--- src/rtl/uart_program_loader.sv ---
// UART program loader: receives an A5-framed, length-prefixed image (8N1) and writes it to RAM as big-endian 32-bit words.
// Optional trailing XOR checksum byte when LOADER_CHECKSUM_EN is defined.
module uart_program_loader #(
    parameter int unsigned CLKS_PER_BIT = 434,
    parameter logic [15:0] BASE_ADDR    = 16'h0,
    parameter int unsigned TIMEOUT_CLKS = 5000000
) (
    input  logic        physical_clock,
    input  logic        reset,
    input  logic        uart_rx,
    output logic        ram_wb_flag,
    output logic [15:0] ram_wb_addr,
    output logic [31:0] ram_wb_data,
    output logic        load_busy,
    output logic        load_done,
    output logic        load_error,
    output logic [15:0] words_loaded
);
    localparam int unsigned HALF_BIT = CLKS_PER_BIT / 2;
    localparam int CW = $clog2(CLKS_PER_BIT) + 1;

    typedef enum logic [1:0] {R_IDLE, R_START, R_DATA, R_STOP} rx_state_t;
`ifdef LOADER_CHECKSUM_EN
    typedef enum logic [2:0] {F_SYNC, F_LEN_HI, F_LEN_LO, F_DATA, F_CSUM, F_END} f_state_t;
    localparam f_state_t F_TERM = F_CSUM;
`else
    typedef enum logic [2:0] {F_SYNC, F_LEN_HI, F_LEN_LO, F_DATA, F_END} f_state_t;
    localparam f_state_t F_TERM = F_END;
`endif

    logic          rx_meta_q, rx_sync_q, rx_prev_q;
    rx_state_t     rx_state_q, rx_state_d;
    logic [CW-1:0] clk_cnt_q, clk_cnt_d;
    logic [2:0]    bit_idx_q, bit_idx_d;
    logic [7:0]    shift_q, shift_d;
    logic          byte_valid, frame_err;

    f_state_t      f_state_q, f_state_d;
    logic [15:0]   len_q, len_d;
    logic [15:0]   idx_q, idx_d;
    logic [1:0]    byte_cnt_q, byte_cnt_d;
    logic [23:0]   buf_q, buf_d;
    logic [31:0]   gap_q, gap_d;
`ifdef LOADER_CHECKSUM_EN
    logic [7:0]    csum_q, csum_d;
`endif
    logic          wb_flag_q, wb_flag_d;
    logic [15:0]   wb_addr_q, wb_addr_d;
    logic [31:0]   wb_data_q, wb_data_d;
    logic          busy_q, busy_d;
    logic          done_q, done_d;
    logic          error_q, error_d;
    logic [15:0]   words_q, words_d;

    // byte_valid/shift_q form a one-cycle strobe with no backpressure: the frame FSM
    // consumes every byte on the cycle it is offered; frame_err is the matching drop strobe.
    always_comb begin
        rx_state_d = rx_state_q;
        clk_cnt_d  = clk_cnt_q + CW'(1);
        bit_idx_d  = bit_idx_q;
        shift_d    = shift_q;
        byte_valid = 1'b0;
        frame_err  = 1'b0;
        case (rx_state_q)
            R_IDLE: begin
                clk_cnt_d = '0;
                if (rx_prev_q && !rx_sync_q) rx_state_d = R_START;
            end
            R_START: if (clk_cnt_q == CW'(HALF_BIT - 1)) begin
                clk_cnt_d  = '0;
                bit_idx_d  = '0;
                rx_state_d = rx_sync_q ? R_IDLE : R_DATA;
            end
            R_DATA: if (clk_cnt_q == CW'(CLKS_PER_BIT - 1)) begin
                clk_cnt_d = '0;
                shift_d   = {rx_sync_q, shift_q[7:1]};
                bit_idx_d = bit_idx_q + 3'd1;
                if (bit_idx_q == 3'd7) rx_state_d = R_STOP;
            end
            R_STOP: if (clk_cnt_q == CW'(CLKS_PER_BIT - 1)) begin
                clk_cnt_d  = '0;
                byte_valid = rx_sync_q;
                frame_err  = !rx_sync_q;
                rx_state_d = R_IDLE;
            end
            default: rx_state_d = R_IDLE;
        endcase
    end

    always_comb begin
        f_state_d  = f_state_q;
        len_d      = len_q;
        idx_d      = idx_q;
        byte_cnt_d = byte_cnt_q;
        buf_d      = buf_q;
`ifdef LOADER_CHECKSUM_EN
        csum_d     = csum_q;
`endif
        wb_flag_d  = 1'b0;
        wb_addr_d  = wb_addr_q;
        wb_data_d  = wb_data_q;
        busy_d     = busy_q;
        done_d     = 1'b0;
        error_d    = error_q;
        words_d    = words_q;
        gap_d      = (f_state_q == F_SYNC || byte_valid) ? 32'd0 : gap_q + 32'd1;

        if (frame_err || (f_state_q != F_SYNC && gap_q > TIMEOUT_CLKS)) begin
            error_d   = 1'b1;
            busy_d    = 1'b0;
            f_state_d = F_SYNC;
        end else if (f_state_q == F_END) begin
            done_d    = !error_q;
            busy_d    = 1'b0;
            f_state_d = F_SYNC;
        end else if (byte_valid) begin
            case (f_state_q)
                F_SYNC: if (shift_q == 8'hA5) begin
                    error_d    = 1'b0;
                    words_d    = '0;
                    busy_d     = 1'b1;
                    idx_d      = '0;
                    byte_cnt_d = '0;
`ifdef LOADER_CHECKSUM_EN
                    csum_d     = '0;
`endif
                    f_state_d  = F_LEN_HI;
                end
                F_LEN_HI: begin
                    len_d     = {shift_q, 8'h00};
                    f_state_d = F_LEN_LO;
                end
                F_LEN_LO: begin
                    len_d     = {len_q[15:8], shift_q};
                    f_state_d = ({len_q[15:8], shift_q} == 16'd0) ? F_TERM : F_DATA;
                end
                F_DATA: begin
`ifdef LOADER_CHECKSUM_EN
                    csum_d     = csum_q ^ shift_q;
`endif
                    byte_cnt_d = byte_cnt_q + 2'd1;
                    buf_d      = {buf_q[15:0], shift_q};
                    if (byte_cnt_q == 2'd3) begin
                        wb_flag_d = 1'b1;
                        wb_addr_d = BASE_ADDR + idx_q;
                        wb_data_d = {buf_q, shift_q};
                        words_d   = words_q + 16'd1;
                        idx_d     = idx_q + 16'd1;
                        if (idx_q + 16'd1 == len_q) f_state_d = F_TERM;
                    end
                end
`ifdef LOADER_CHECKSUM_EN
                F_CSUM: begin
                    if (shift_q == csum_q) begin
                        f_state_d = F_END;
                    end else begin
                        error_d   = 1'b1;
                        busy_d    = 1'b0;
                        f_state_d = F_SYNC;
                    end
                end
`endif
                default: ;
            endcase
        end
    end

    always_ff @(posedge physical_clock) begin
        if (reset) begin
            rx_meta_q  <= 1'b1;
            rx_sync_q  <= 1'b1;
            rx_prev_q  <= 1'b1;
            rx_state_q <= R_IDLE;
            clk_cnt_q  <= '0;
            bit_idx_q  <= '0;
            shift_q    <= '0;
            f_state_q  <= F_SYNC;
            len_q      <= '0;
            idx_q      <= '0;
            byte_cnt_q <= '0;
            buf_q      <= '0;
            gap_q      <= '0;
`ifdef LOADER_CHECKSUM_EN
            csum_q     <= '0;
`endif
            wb_flag_q  <= 1'b0;
            wb_addr_q  <= '0;
            wb_data_q  <= '0;
            busy_q     <= 1'b0;
            done_q     <= 1'b0;
            error_q    <= 1'b0;
            words_q    <= '0;
        end else begin
            rx_meta_q  <= uart_rx;
            rx_sync_q  <= rx_meta_q;
            rx_prev_q  <= rx_sync_q;
            rx_state_q <= rx_state_d;
            clk_cnt_q  <= clk_cnt_d;
            bit_idx_q  <= bit_idx_d;
            shift_q    <= shift_d;
            f_state_q  <= f_state_d;
            len_q      <= len_d;
            idx_q      <= idx_d;
            byte_cnt_q <= byte_cnt_d;
            buf_q      <= buf_d;
            gap_q      <= gap_d;
`ifdef LOADER_CHECKSUM_EN
            csum_q     <= csum_d;
`endif
            wb_flag_q  <= wb_flag_d;
            wb_addr_q  <= wb_addr_d;
            wb_data_q  <= wb_data_d;
            busy_q     <= busy_d;
            done_q     <= done_d;
            error_q    <= error_d;
            words_q    <= words_d;
        end
    end

    assign ram_wb_flag  = wb_flag_q;
    assign ram_wb_addr  = wb_addr_q;
    assign ram_wb_data  = wb_data_q;
    assign load_busy    = busy_q;
    assign load_done    = done_q;
    assign load_error   = error_q;
    assign words_loaded = words_q;
endmodule
--- config.mk ---
export PLATFORM = sky130hd
export DESIGN_NAME = uart_program_loader
export DESIGN_NICKNAME = d
export VERILOG_FILES = /design/src/rtl/uart_program_loader.sv
export SDC_FILE = /design/constraint.sdc
export NUM_CORES = 1
export LEC_CHECK = 0
export ABC_AREA = 1
export CORE_AREA = 2 2 116 140
export CTS_CLUSTER_SIZE = 10
export DETAILED_ROUTE_END_ITERATION = 16
export DIE_AREA = 0 0 118 142
export PLACE_DENSITY_LB_ADDON = 0.12
export SKIP_CTS_REPAIR_TIMING = 1
export SLEW_MARGIN = 10
export SYNTH_ARGS = -nofsm -noshare
export SYNTH_HDL_FRONTEND = slang
export SYNTH_SLANG_ARGS = --single-unit
--- constraint.sdc ---
create_clock -name physical_clock -period 2.6 [get_ports physical_clock]
set_clock_uncertainty 0.05 [all_clocks]
set_input_delay 0.52 -clock physical_clock [delete_from_list [all_inputs] [get_ports physical_clock]]
set_output_delay 0.52 -clock physical_clock [all_outputs]
set_load 0.05 [all_outputs]
==> summary.txt, run 1 <==
Global route
  • Vias in the first global route: approximately 7000
  • M1 GR Usage: roughly a third
  • First-pass GRT wire length: approximately 34000 um
  • GRT busiest layer: met2
  • GRT Overall Usage: between 20% and 30%
  • Met3 Use GR: under 10%
  • Largest net degree at the start of global routing: 57
  • Grt met2 use: about 43%
  • Grt ovf: 0
  • Initial antenna violation count: 0

Place
  • PortBufs: 70
  • Placed wire-length estimate: approximately 15000 um
  • GPL Wtd Cong: approximately 0.94
  • Placed cell areas: roughly 9700 um^2
  • Inst Count DP: 1478

Floorplanning
  • Die Area: about 17000 um^2
  • Ports: between 70 and 80
  • Die Y: about 140 um
  • Row cnt: 50
  • Starting Density: between 50% and 60%
  • Die width: ~120 um
  • Core area: ~15000 um^2

Logic synthesis
  • Count of cell types in the netlist: 42
  • Yosys reg bits: around 190
  • Syn_area_per_cell: just over 7 um^2
  • Synthesized Nets: between 1000 and 1500
  • Post-Synthesis Cell Area: around 8800 um^2
  • Synth Flop Type: dfxtp_1
  • EDFF count, synth: 0
  • Synth area leader: dfxtp_1
  • Synth Instances: about 1200
  • Yosys warning count: 0
  • Synth top area share: between 40 and 50%
  • Post-synthesis async set-or-reset flop share: 0%
  • Sequential share of the synthesized area: between 40% and 50%
  • Leading post-synthesis cells by cell area: dfxtp_1 (43%), nor2_1 (11%), nand2_1 (7.6%)

Clock network
  • CTS Buf Count: 17
  • Number of H-tree levels: 4
  • Clk_lat worst skew: about 0.44 ns
  • CTS tree: yes
  • # clock sinks: 187
  • Worst-path clk slew: ~0.070 ns
  • Cell at the root of the clock tree: clkbuf_16
  • Clock tree buffer depth: 2

Power and ir drop
  • Worst IR drop on VDD: ~310 uV
  • Clock share of power: 45.4%
  • Switching part of the total: roughly a quarter
  • P per Cell Area: ~530 nW/um^2
  • Combinational Power Share: 1.9%
  • Flop pwr share: between 50 and 60%
  • Switch Pwr: 1.29 mW
  • Internal power: 4.16 mW
  • Leak pwr: ~3.7 nW

Final layout
  • Layout Nets: 1308
  • Fraction of final layout cells sized beyond drive strength 1: 7.34%
  • Post-route cell area: 10300 um^2
  • Sequential cell area: between 3000 and 4000 um^2
  • # fillers: approximately 1400
  • Area delta synth->final: 17.5%
  • Final std cells w/o fill: ~1500
  • Multi-input gate area: 4240 um^2
  • Antenna diodes: 0

Routing
  • Drt first-iter violations: about 660
  • Via/cell ratio: about 5.3
  • Post-route ant nets: 0
  • Vias: around 8000
  • TritonRoute pass-1 iters: 5
  • DRC viols: 0
  • WL/cell: 13.7 um
  • WL final: between 20000 and 25000 um

Min path
  • Hold Path Class: reg -> reg
  • Worst Hold End: rx_sync_q$_SDFF_PP1_
  • Hold Path Origin: rx_meta_q$_SDFF_PP1_
  • Hold Crit Depth: 1

STA
  • Max Fclk: 0.432 GHz
  • RSZ-0062 raised after global routing: false
  • Tightest Pin Transition: 0.651 ns
  • Setup violators final: 0
  • Hold slack: 0.360 ns
  • Count of final hold-check violations: 0
  • Slew margin rel.: between 50% and 60%
  • Minimum clock period: between 2 and 2.5 ns
  • Slew Limit Fails: 0
  • Setup TNS: 0 ns
  • Fin crit share: roughly nine tenths

Run
  • Max_cap viols: 0

Setup path
  • CP required: 2.92 ns
  • Reg2Reg Depth: 12
  • Critical setup path kind: reg -> reg
  • Arrival @ worst endpoint: 2.64 ns
  • Max Fanout on Critical Path: 20
  • Setup crit end kind: flop
  • Worst R2R End: idx_q[0]$_SDFFE_PP0P_
  • Worst R2R Setup Slack: between 0.2 and 0.3 ns
  • FF-to-FF Start: clk_cnt_q[1]$_SDFF_PP0_
  • Nature of the critical path startpoint: flop

Run status
  • Status: finished, final reports clean
placed cells by master, fill, tap and decap left out, types with 22 or more instances in the layout:
cell type,n
inv_1,139
buf_4,22
nor2_1,246
dfxtp_1,187
clkdlybuf4s50_1,69
nand2_1,178
nand4_1,29
a21oi_1,79
nand3_1,64
o21ai_0,69
a211oi_1,48
nor3_1,25
worst max-delay path, stage by stage, from the launching register on:
cell and delay (ns):
dfxtp_1 0.31, inv_1 0.11, ha_1 0.21, nand3_1 0.13, nor4_4 0.24, nand2_1 0.09
nor2_1 0.21, nand3_1 0.11, nand2_1 0.11, nand3_2 0.14, inv_2 0.33, nand2_1 0.09
a21boi_1 0.12
power groups by stage:
| stage | clock network, mW | registers, mW | logic, mW |
|---|---|---|---|
| floorplan | 0 | 2.94 | 0.0779 |
| global placement | 0 | 2.94 | 0.101 |
| detailed placement | 0 | 2.94 | 0.103 |
| CTS | 2.50 | 2.87 | 0.103 |
| global route | 2.63 | 2.87 | 0.117 |
| finish | 2.47 | 2.87 | 0.103 |
layer usage:
layer	up-vias	share of wire (%)	wire length, um
li1	4170	-	-
met2	200	48	10000
met5	-	0	0
met1	3617	46	9570
met4	0	1.5	305
met3	33	4.6	964
state kept, by name, indices dropped and copies added, names as in the netlist, 8 cells and up, named ones only:
| signal | cells |
|---|---|
| idx_q | 16 |
| shift_q | 8 |
| buf_q | 24 |
| len_q | 16 |
| gap_q | 32 |
| clk_cnt_q | 10 |
| words_loaded | 16 |
| ram_wb_data | 32 |
| ram_wb_addr | 16 |
Yosys cell counts, types with 2 or more instances:
cell type and number:
a211oi_1 48, a211oi_2 7, a21oi_1 79, a31oi_1 2, buf_2 9, buf_4 8
buf_6 4, clkbuf_1 24, clkinv_1 2, dfxtp_1 187, ha_1 10, inv_1 139
inv_2 6, nand2_1 178, nand2_2 3, nand2_4 2, nand3_1 64, nand4_1 29
nor2_1 246, nor2_2 4, nor2_4 3, nor3_1 25, nor3_2 2, nor3b_1 9
nor4_1 10, o21a_1 3, o21ai_0 69, o21ai_1 12, o21ai_2 2, or2_2 6
xnor2_1 5, xor2_1 17
stage by stage:
step	worst slack [ns]	power, mW	util (%)
final	0.283	5.45	66.7
after global routing	0.000121	5.62	66.7
after CTS	0.136	5.48	66.3
after detailed placement	0.175	3.04	62.7
after global placement	0.313	3.04	62.7
after floorplan	0.668	3.02	-
worst max path at each step:
| stage | startpoint | to | slack (ns) | depth (start not counted) |
|---|---|---|---|---|
| floorplan | clk_cnt_q[1]$_SDFF_PP0_ | ram_wb_addr[11]$_SDFFE_PP0P_ | 0.67 | 13 |
| global placement | clk_cnt_q[1]$_SDFF_PP0_ | ram_wb_data[20]$_SDFFE_PP0P_ | 0.31 | 13 |
| detailed placement | clk_cnt_q[1]$_SDFF_PP0_ | ram_wb_data[0]$_SDFFE_PP0P_ | 0.18 | 13 |
| CTS | clk_cnt_q[1]$_SDFF_PP0_ | ram_wb_data[0]$_SDFFE_PP0P_ | 0.14 | 13 |
| global route | clk_cnt_q[1]$_SDFF_PP0_ | words_loaded[2]$_SDFFE_PP0P_ | 0.0001 | 12 |
| finish | clk_cnt_q[1]$_SDFF_PP0_ | idx_q[0]$_SDFFE_PP0P_ | 0.28 | 12 |
final cells by class:
| class | count | area share (%) |
|---|---|---|
| Multi-Input combinational cell | 845 | 41.1 |
| Sequential cell | 187 | 36.3 |
| Timing Repair Buffer | 97 | 9.32 |
| Inverter | 147 | 5.35 |
| Clock buffer | 18 | 4.16 |
| Tap cell | 208 | 2.52 |
| Clock inverter | 14 | 1.25 |
logic make-up after synthesis:
family | Yosys count | synth area share (%)
flops | 187 | 42.7
buf+inv | 192 | 9.03
fa+ha+maj | 10 | 1.43
xor+xnor | 23 | 2.47
compound gates | 227 | 15.3
simple gates | 585 | 29.1
No activity file was read; power rests on OpenSTA's default activity.
==> run 2: changes to the inputs <==
--- a/config.mk
+++ b/config.mk
@@ -11,6 +11,7 @@
 export DETAILED_ROUTE_END_ITERATION = 16
 export DIE_AREA = 0 0 118 142
 export PLACE_DENSITY_LB_ADDON = 0.12
+export REMOVE_ABC_BUFFERS = 1
 export SKIP_CTS_REPAIR_TIMING = 1
 export SLEW_MARGIN = 10
 export SYNTH_ARGS = -nofsm -noshare
==> run 2 against run 1 <==
Fmax fell by 2.1%. Utilization is 0.11 points lower. Flip-flop and latch count did not move. Register-to-register slack gained 0.03 ns.
==> summary.txt, run 2 (synthesized netlist as in run 1, its figures left out) <==
Setup path
  • Critical path's top delay family: buffers and inverters
  • FF-to-FF Start: clk_cnt_q[1]$_SDFF_PP0_
  • Max Fanout on Critical Path: 8
  • Setup crit end kind: primary output
  • Worst R2R End: ram_wb_data[3]$_SDFFE_PP0P_
  • Arrival @ worst endpoint: around 1.8 ns
  • Critical setup path kind: reg -> out
  • Nature of the critical path startpoint: flop
  • CP required: roughly 2.0 ns
  • Critical Path, Cell by Cell: clkdlybuf4s50_1
  • CP max-delay cell: clkdlybuf4s50_1
  • Reg2Reg Depth: 13
  • Buf/Inv on CP: 1
  • Crit path largest cell delay: between 0.8 and 0.9 ns
  • Worst R2R Setup Slack: around 0.31 ns

Global route
  • First-pass GRT wire length: 34300 um
  • Grt ovf: 0
  • Largest net degree at the start of global routing: between 50 and 60
  • Initial antenna violation count: 0
  • GRT Overall Usage: ~25%
  • Vias in the first global route: 7512

Final layout
  • Post-route cell area: 10300 um^2
  • Area delta synth->final: 17.4%
  • Post-layout utilization of the core: approximately two thirds
  • Commonest non-fill, non-tap cell in the layout: nor2_1
  • # fillers: roughly 1400
  • Antenna diodes: 0
  • Layout Nets: between 1000 and 1500
  • Fraction of final layout cells sized beyond drive strength 1: under 10%
  • Commonest cells after routing, fill and taps aside: nor2_1 (246), dfxtp_1 (187), nand2_1 (178)

Floorplanning
  • Ports: 71
  • Row cnt: 50
  • Die Area: 16800 um^2
  • Core area: 15500 um^2
  • Starting Density: between 50% and 60%
  • Die Y: about 140 um
  • Die width: 118 um

STA
  • Max Fclk: 0.422 GHz
  • Minimum clock period: 2.37 ns
  • Count of final hold-check violations: 0
  • Slew margin rel.: a little over half
  • Setup TNS: 0 ns
  • RSZ-0062 raised after global routing: false
  • Tightest Pin Transition: 0.675 ns
  • Worst setup margin: approximately 0.23 ns
  • Setup violators final: 0
  • Fin crit share: 91.0%
  • Slew Limit Fails: 0

Clock network
  • Clock tree buffer depth: 2
  • Clk_lat worst skew: approximately 0.43 ns
  • CTS Buf Count: 17
  • Cell at the root of the clock tree: clkbuf_16
  • # clock sinks: ~190
  • Number of H-tree levels: 4
  • Worst-path clk slew: 0.07 ns
  • CTS tree: yes

Routing
  • Drt first-iter violations: 485
  • Post-route ant nets: 0
  • WL/cell: 13.4 um
  • Via/cell ratio: ~5.3
  • Vias: about 8000
  • WL final: between 20000 and 25000 um
  • DRC viols: 0
  • TritonRoute pass-1 iters: 5

Min path
  • Worst Hold End: gap_q[0]$_SDFF_PP0_
  • Hold Path Class: reg -> reg
  • Hold Path Origin: gap_q[0]$_SDFF_PP0_
  • Hold Crit Depth: 1

Power and ir drop
  • P per Cell Area: between 500 and 600 nW/um^2
  • Leak pwr: around 3.7 nW
  • Worst IR drop on VDD: between 500 and 600 uV
  • Total power: around 5.7 mW

Place
  • Placed wire-length estimate: around 14000 um
  • GPL Wtd Cong: 0.925
  • Pre-CTS setup slack: between 0.3 and 0.4 ns
  • PortBufs: 70
  • Placed cell areas: between 9000 and 10000 um^2

Run status
  • Status: finished, final reports clean

Run
  • Max_cap viols: 0
==> run 2: cell types whose count changed in the layout (fill, tap and decap cells not counted), sizes merged <==
cell,delta
clkbuf,+1
inv,-4
buf,-9
bufinv,+2
==> run 2: cell type report <==
type,instances,area [um^2],share of cell area [%]
Clock inverter,12,160,1.56
Clock buffer,19,453,4.40
Multi-Input combinational cell,845,4240,41.2
Inverter,147,554,5.38
Timing Repair Buffer,88,881,8.56
Tap cell,208,260,2.53
Sequential cell,187,3740,36.4
==> run 2: worst max path at each step <==
stage / cells past startpoint / end / start / slack (ns)
global route: 13 / ram_wb_data[3]$_SDFFE_PP0P_ / clk_cnt_q[1]$_SDFF_PP0_ / 0.02
detailed placement: 13 / buf_q[10]$_SDFFE_PP0P_ / clk_cnt_q[1]$_SDFF_PP0_ / 0.31
CTS: 1 / words_loaded[9] / words_loaded[9]$_SDFFE_PP0P_ / 0.23
finish: 1 / words_loaded[9] / words_loaded[9]$_SDFFE_PP0P_ / 0.23
floorplan: 13 / ram_wb_addr[10]$_SDFFE_PP0P_ / clk_cnt_q[1]$_SDFF_PP0_ / -0.35
global placement: 10 / ram_wb_flag$_SDFF_PP0_ / gap_q[19]$_SDFF_PP0_ / 0.38
==> run 2: where the power goes <==
| part | internal, mW | switching (mW) |
|---|---|---|
| clock | 1.50 | 1.17 |
| combinational | 0.0316 | 0.0752 |
| sequential | 2.87 | 0.00476 |
==> run 2: worst register-to-register path: cells and delay by family (launching register included) <==
kind | cells | cell delay, ns
buffers and inverters | 3 | 0.45
and+or+nand+nor | 8 | 1.02
adders and majority gates | 1 | 0.20
DFF | 1 | 0.31
AOI/OAI and AO/OA | 1 | 0.18
==> run 2: per-layer routing <==
metal | routed length (um) | global-route usage [%] | share of wire (%)
met1 | 8420 | 28.8 | 42
met3 | 763 | 4.41 | 3.8
met2 | 10600 | 46.2 | 52
met4 | 431 | 9.13 | 2.1
met5 | 0 | 0 | 0
==> run 2: metrics by stage <==
step                cells  hold slack, ns
floorplan            1179           0.339
global placement     1475           0.358
detailed placement   1475           0.356
CTS                  1506           0.401
global route         1506           0.416
finish               1506           0.404
==> run 3: changes to the inputs <==
--- a/config.mk
+++ b/config.mk
@@ -6,10 +6,10 @@
 export NUM_CORES = 1
 export LEC_CHECK = 0
 export ABC_AREA = 1
-export CORE_AREA = 2 2 116 140
+export CORE_AREA = 3 3 117 141
 export CTS_CLUSTER_SIZE = 10
 export DETAILED_ROUTE_END_ITERATION = 16
-export DIE_AREA = 0 0 118 142
+export DIE_AREA = 0 0 120 144
 export PLACE_DENSITY_LB_ADDON = 0.12
 export REMOVE_ABC_BUFFERS = 1
 export SKIP_CTS_REPAIR_TIMING = 1
==> run 3 against run 2 <==
First-iteration DRC count rose by 27%. Fmax is 2.6% higher. Wire length up 0.45%. Clock power decreased by 5%. Critical path depth rose by 12. Via count is 0.32% higher. Sequential power is essentially flat. Largest cell class unchanged. Largest power group unchanged.
==> summary.txt, run 3 (synthesized netlist as in run 1, its figures left out) <==
Floorplanning
  • Ports: 71
  • Core area: around 15000 um^2
  • Die Area: about 17000 um^2
  • Row cnt: 49
  • Die Y: 144 um
  • Die width: approximately 120 um
  • Starting Density: roughly 58%

Clock network
  • # clock sinks: 187
  • Cell at the root of the clock tree: clkbuf_16
  • CTS Buf Count: 17
  • Worst-path clk slew: about 0.070 ns
  • Clock tree buffer depth: 2
  • CTS tree: yes
  • Number of H-tree levels: 4
  • Clk_lat worst skew: 0.44 ns

Final layout
  • Antenna diodes: 0
  • Final std cells w/o fill: 1503
  • Commonest cells after routing, fill and taps aside: nor2_1 (246), dfxtp_1 (187), nand2_1 (178)
  • Layout Nets: between 1000 and 1500
  • Area delta synth->final: 16.7%
  • Post-layout utilization of the core: roughly two thirds
  • Fraction of final layout cells sized beyond drive strength 1: under 10%
  • Commonest non-fill, non-tap cell in the layout: nor2_1

STA
  • Max Fclk: about 0.43 GHz
  • Fin crit share: between 80 and 90%
  • RSZ-0062 raised after global routing: false
  • Tightest Pin Transition: 0.678 ns
  • Worst setup margin: 0.292 ns
  • Slew Limit Fails: 0
  • Slew margin rel.: between 50% and 60%
  • Count of final hold-check violations: 0
  • Minimum clock period: 2.31 ns
  • Setup violators final: 0

Setup path
  • CP required: 2.88 ns
  • Max Fanout on Critical Path: 9
  • Nature of the critical path startpoint: flop
  • Arrival @ worst endpoint: about 2.6 ns
  • Critical setup path kind: reg -> reg
  • Setup crit end kind: flop

Power and ir drop
  • P per Cell Area: 538 nW/um^2
  • Leak pwr: 3.64 nW
  • Worst IR drop on VDD: slightly below 500 uV

Routing
  • Post-route ant nets: 0
  • WL final: 20300 um
  • TritonRoute pass-1 iters: 7
  • Vias: ~8000
  • Via/cell ratio: around 5.3
  • DRC viols: 0
  • WL/cell: between 10 and 15 um
  • Drt first-iter violations: between 600 and 700

Place
  • PortBufs: 70
  • Placed wire-length estimate: around 14000 um
  • Pre-CTS setup slack: between 0.3 and 0.4 ns
  • Inst Count DP: 1471
  • GPL Wtd Cong: 0.865

Global route
  • Largest net degree at the start of global routing: 59
  • Initial antenna violation count: 0
  • Grt ovf: 0
  • First-pass GRT wire length: 34100 um
  • GRT Overall Usage: 24.0%
  • Vias in the first global route: 7408

Min path
  • Hold Path Class: reg -> reg

Run status
  • Status: finished, final reports clean

Run
  • Max_cap viols: 0
[run 3: final cells by class]
cell class / instances / area (um^2)
Fill cell: 1391 / 4900
Clock inverter: 14 / 139
Multi-Input combinational cell: 845 / 4240
Tap cell: 204 / 255
Sequential cell: 187 / 3740
Timing Repair Buffer: 89 / 888
Clock buffer: 17 / 425
Inverter: 147 / 553
[run 3: report_power, final]
group	internal [mW]	switching [mW]	leakage [nW]	total, mW
Combinational	0.0287	0.0757	1.86	0.104
Clock	1.34	1.19	0.274	2.53
Sequential	2.87	0.00453	1.51	2.87
[run 3: worst max-delay path, cell delays in order (launching register included)]
cell	delay, ns
dfxtp_1	0.32
inv_1	0.12
ha_1	0.20
nand2_1	0.06
nor2_1	0.08
nand4_1	0.16
nor3_2	0.21
nand3_1	0.17
nand2_1	0.11
inv_1	0.07
nor2_4	0.22
nand2_1	0.14
o21ai_0	0.23
nor2_1	0.07
[run 3: stage by stage]
step | TNS, ns | power [mW] | hold WS [ns] | instance area, um^2
2_1_floorplan | -9.80 | 3.00 | 0.339 | 8530
3_3_place_gp | 0 | 3.04 | 0.352 | 9650
3_5_place_dp | 0 | 3.04 | 0.347 | 9650
4_1_cts | 0 | 5.54 | 0.370 | 10200
5_1_grt | 0 | 5.68 | 0.383 | 10200
6_report | 0 | 5.51 | 0.368 | 10200
[run 3: worst paths after layout]
kind	depth (start not counted)	slack, ns	startpoint	to
min	1	0.37	rx_meta_q$_SDFF_PP1_	rx_sync_q$_SDFF_PP1_
min reg2reg	1	0.37	rx_meta_q$_SDFF_PP1_	rx_sync_q$_SDFF_PP1_
max reg2reg	13	0.29	clk_cnt_q[1]$_SDFF_PP0_	words_loaded[0]$_SDFFE_PP0P_
max	13	0.29	clk_cnt_q[1]$_SDFF_PP0_	words_loaded[0]$_SDFFE_PP0P_
[run 3: metal layers]
layer	share of wire, %	vias to the layer above	global-route usage (%)
li1	-	4147	-
met1	44	3669	28.7
met2	50	190	43.5
met3	4.0	31	4.50
met4	1.8	0	7.96
met5	0	-	0
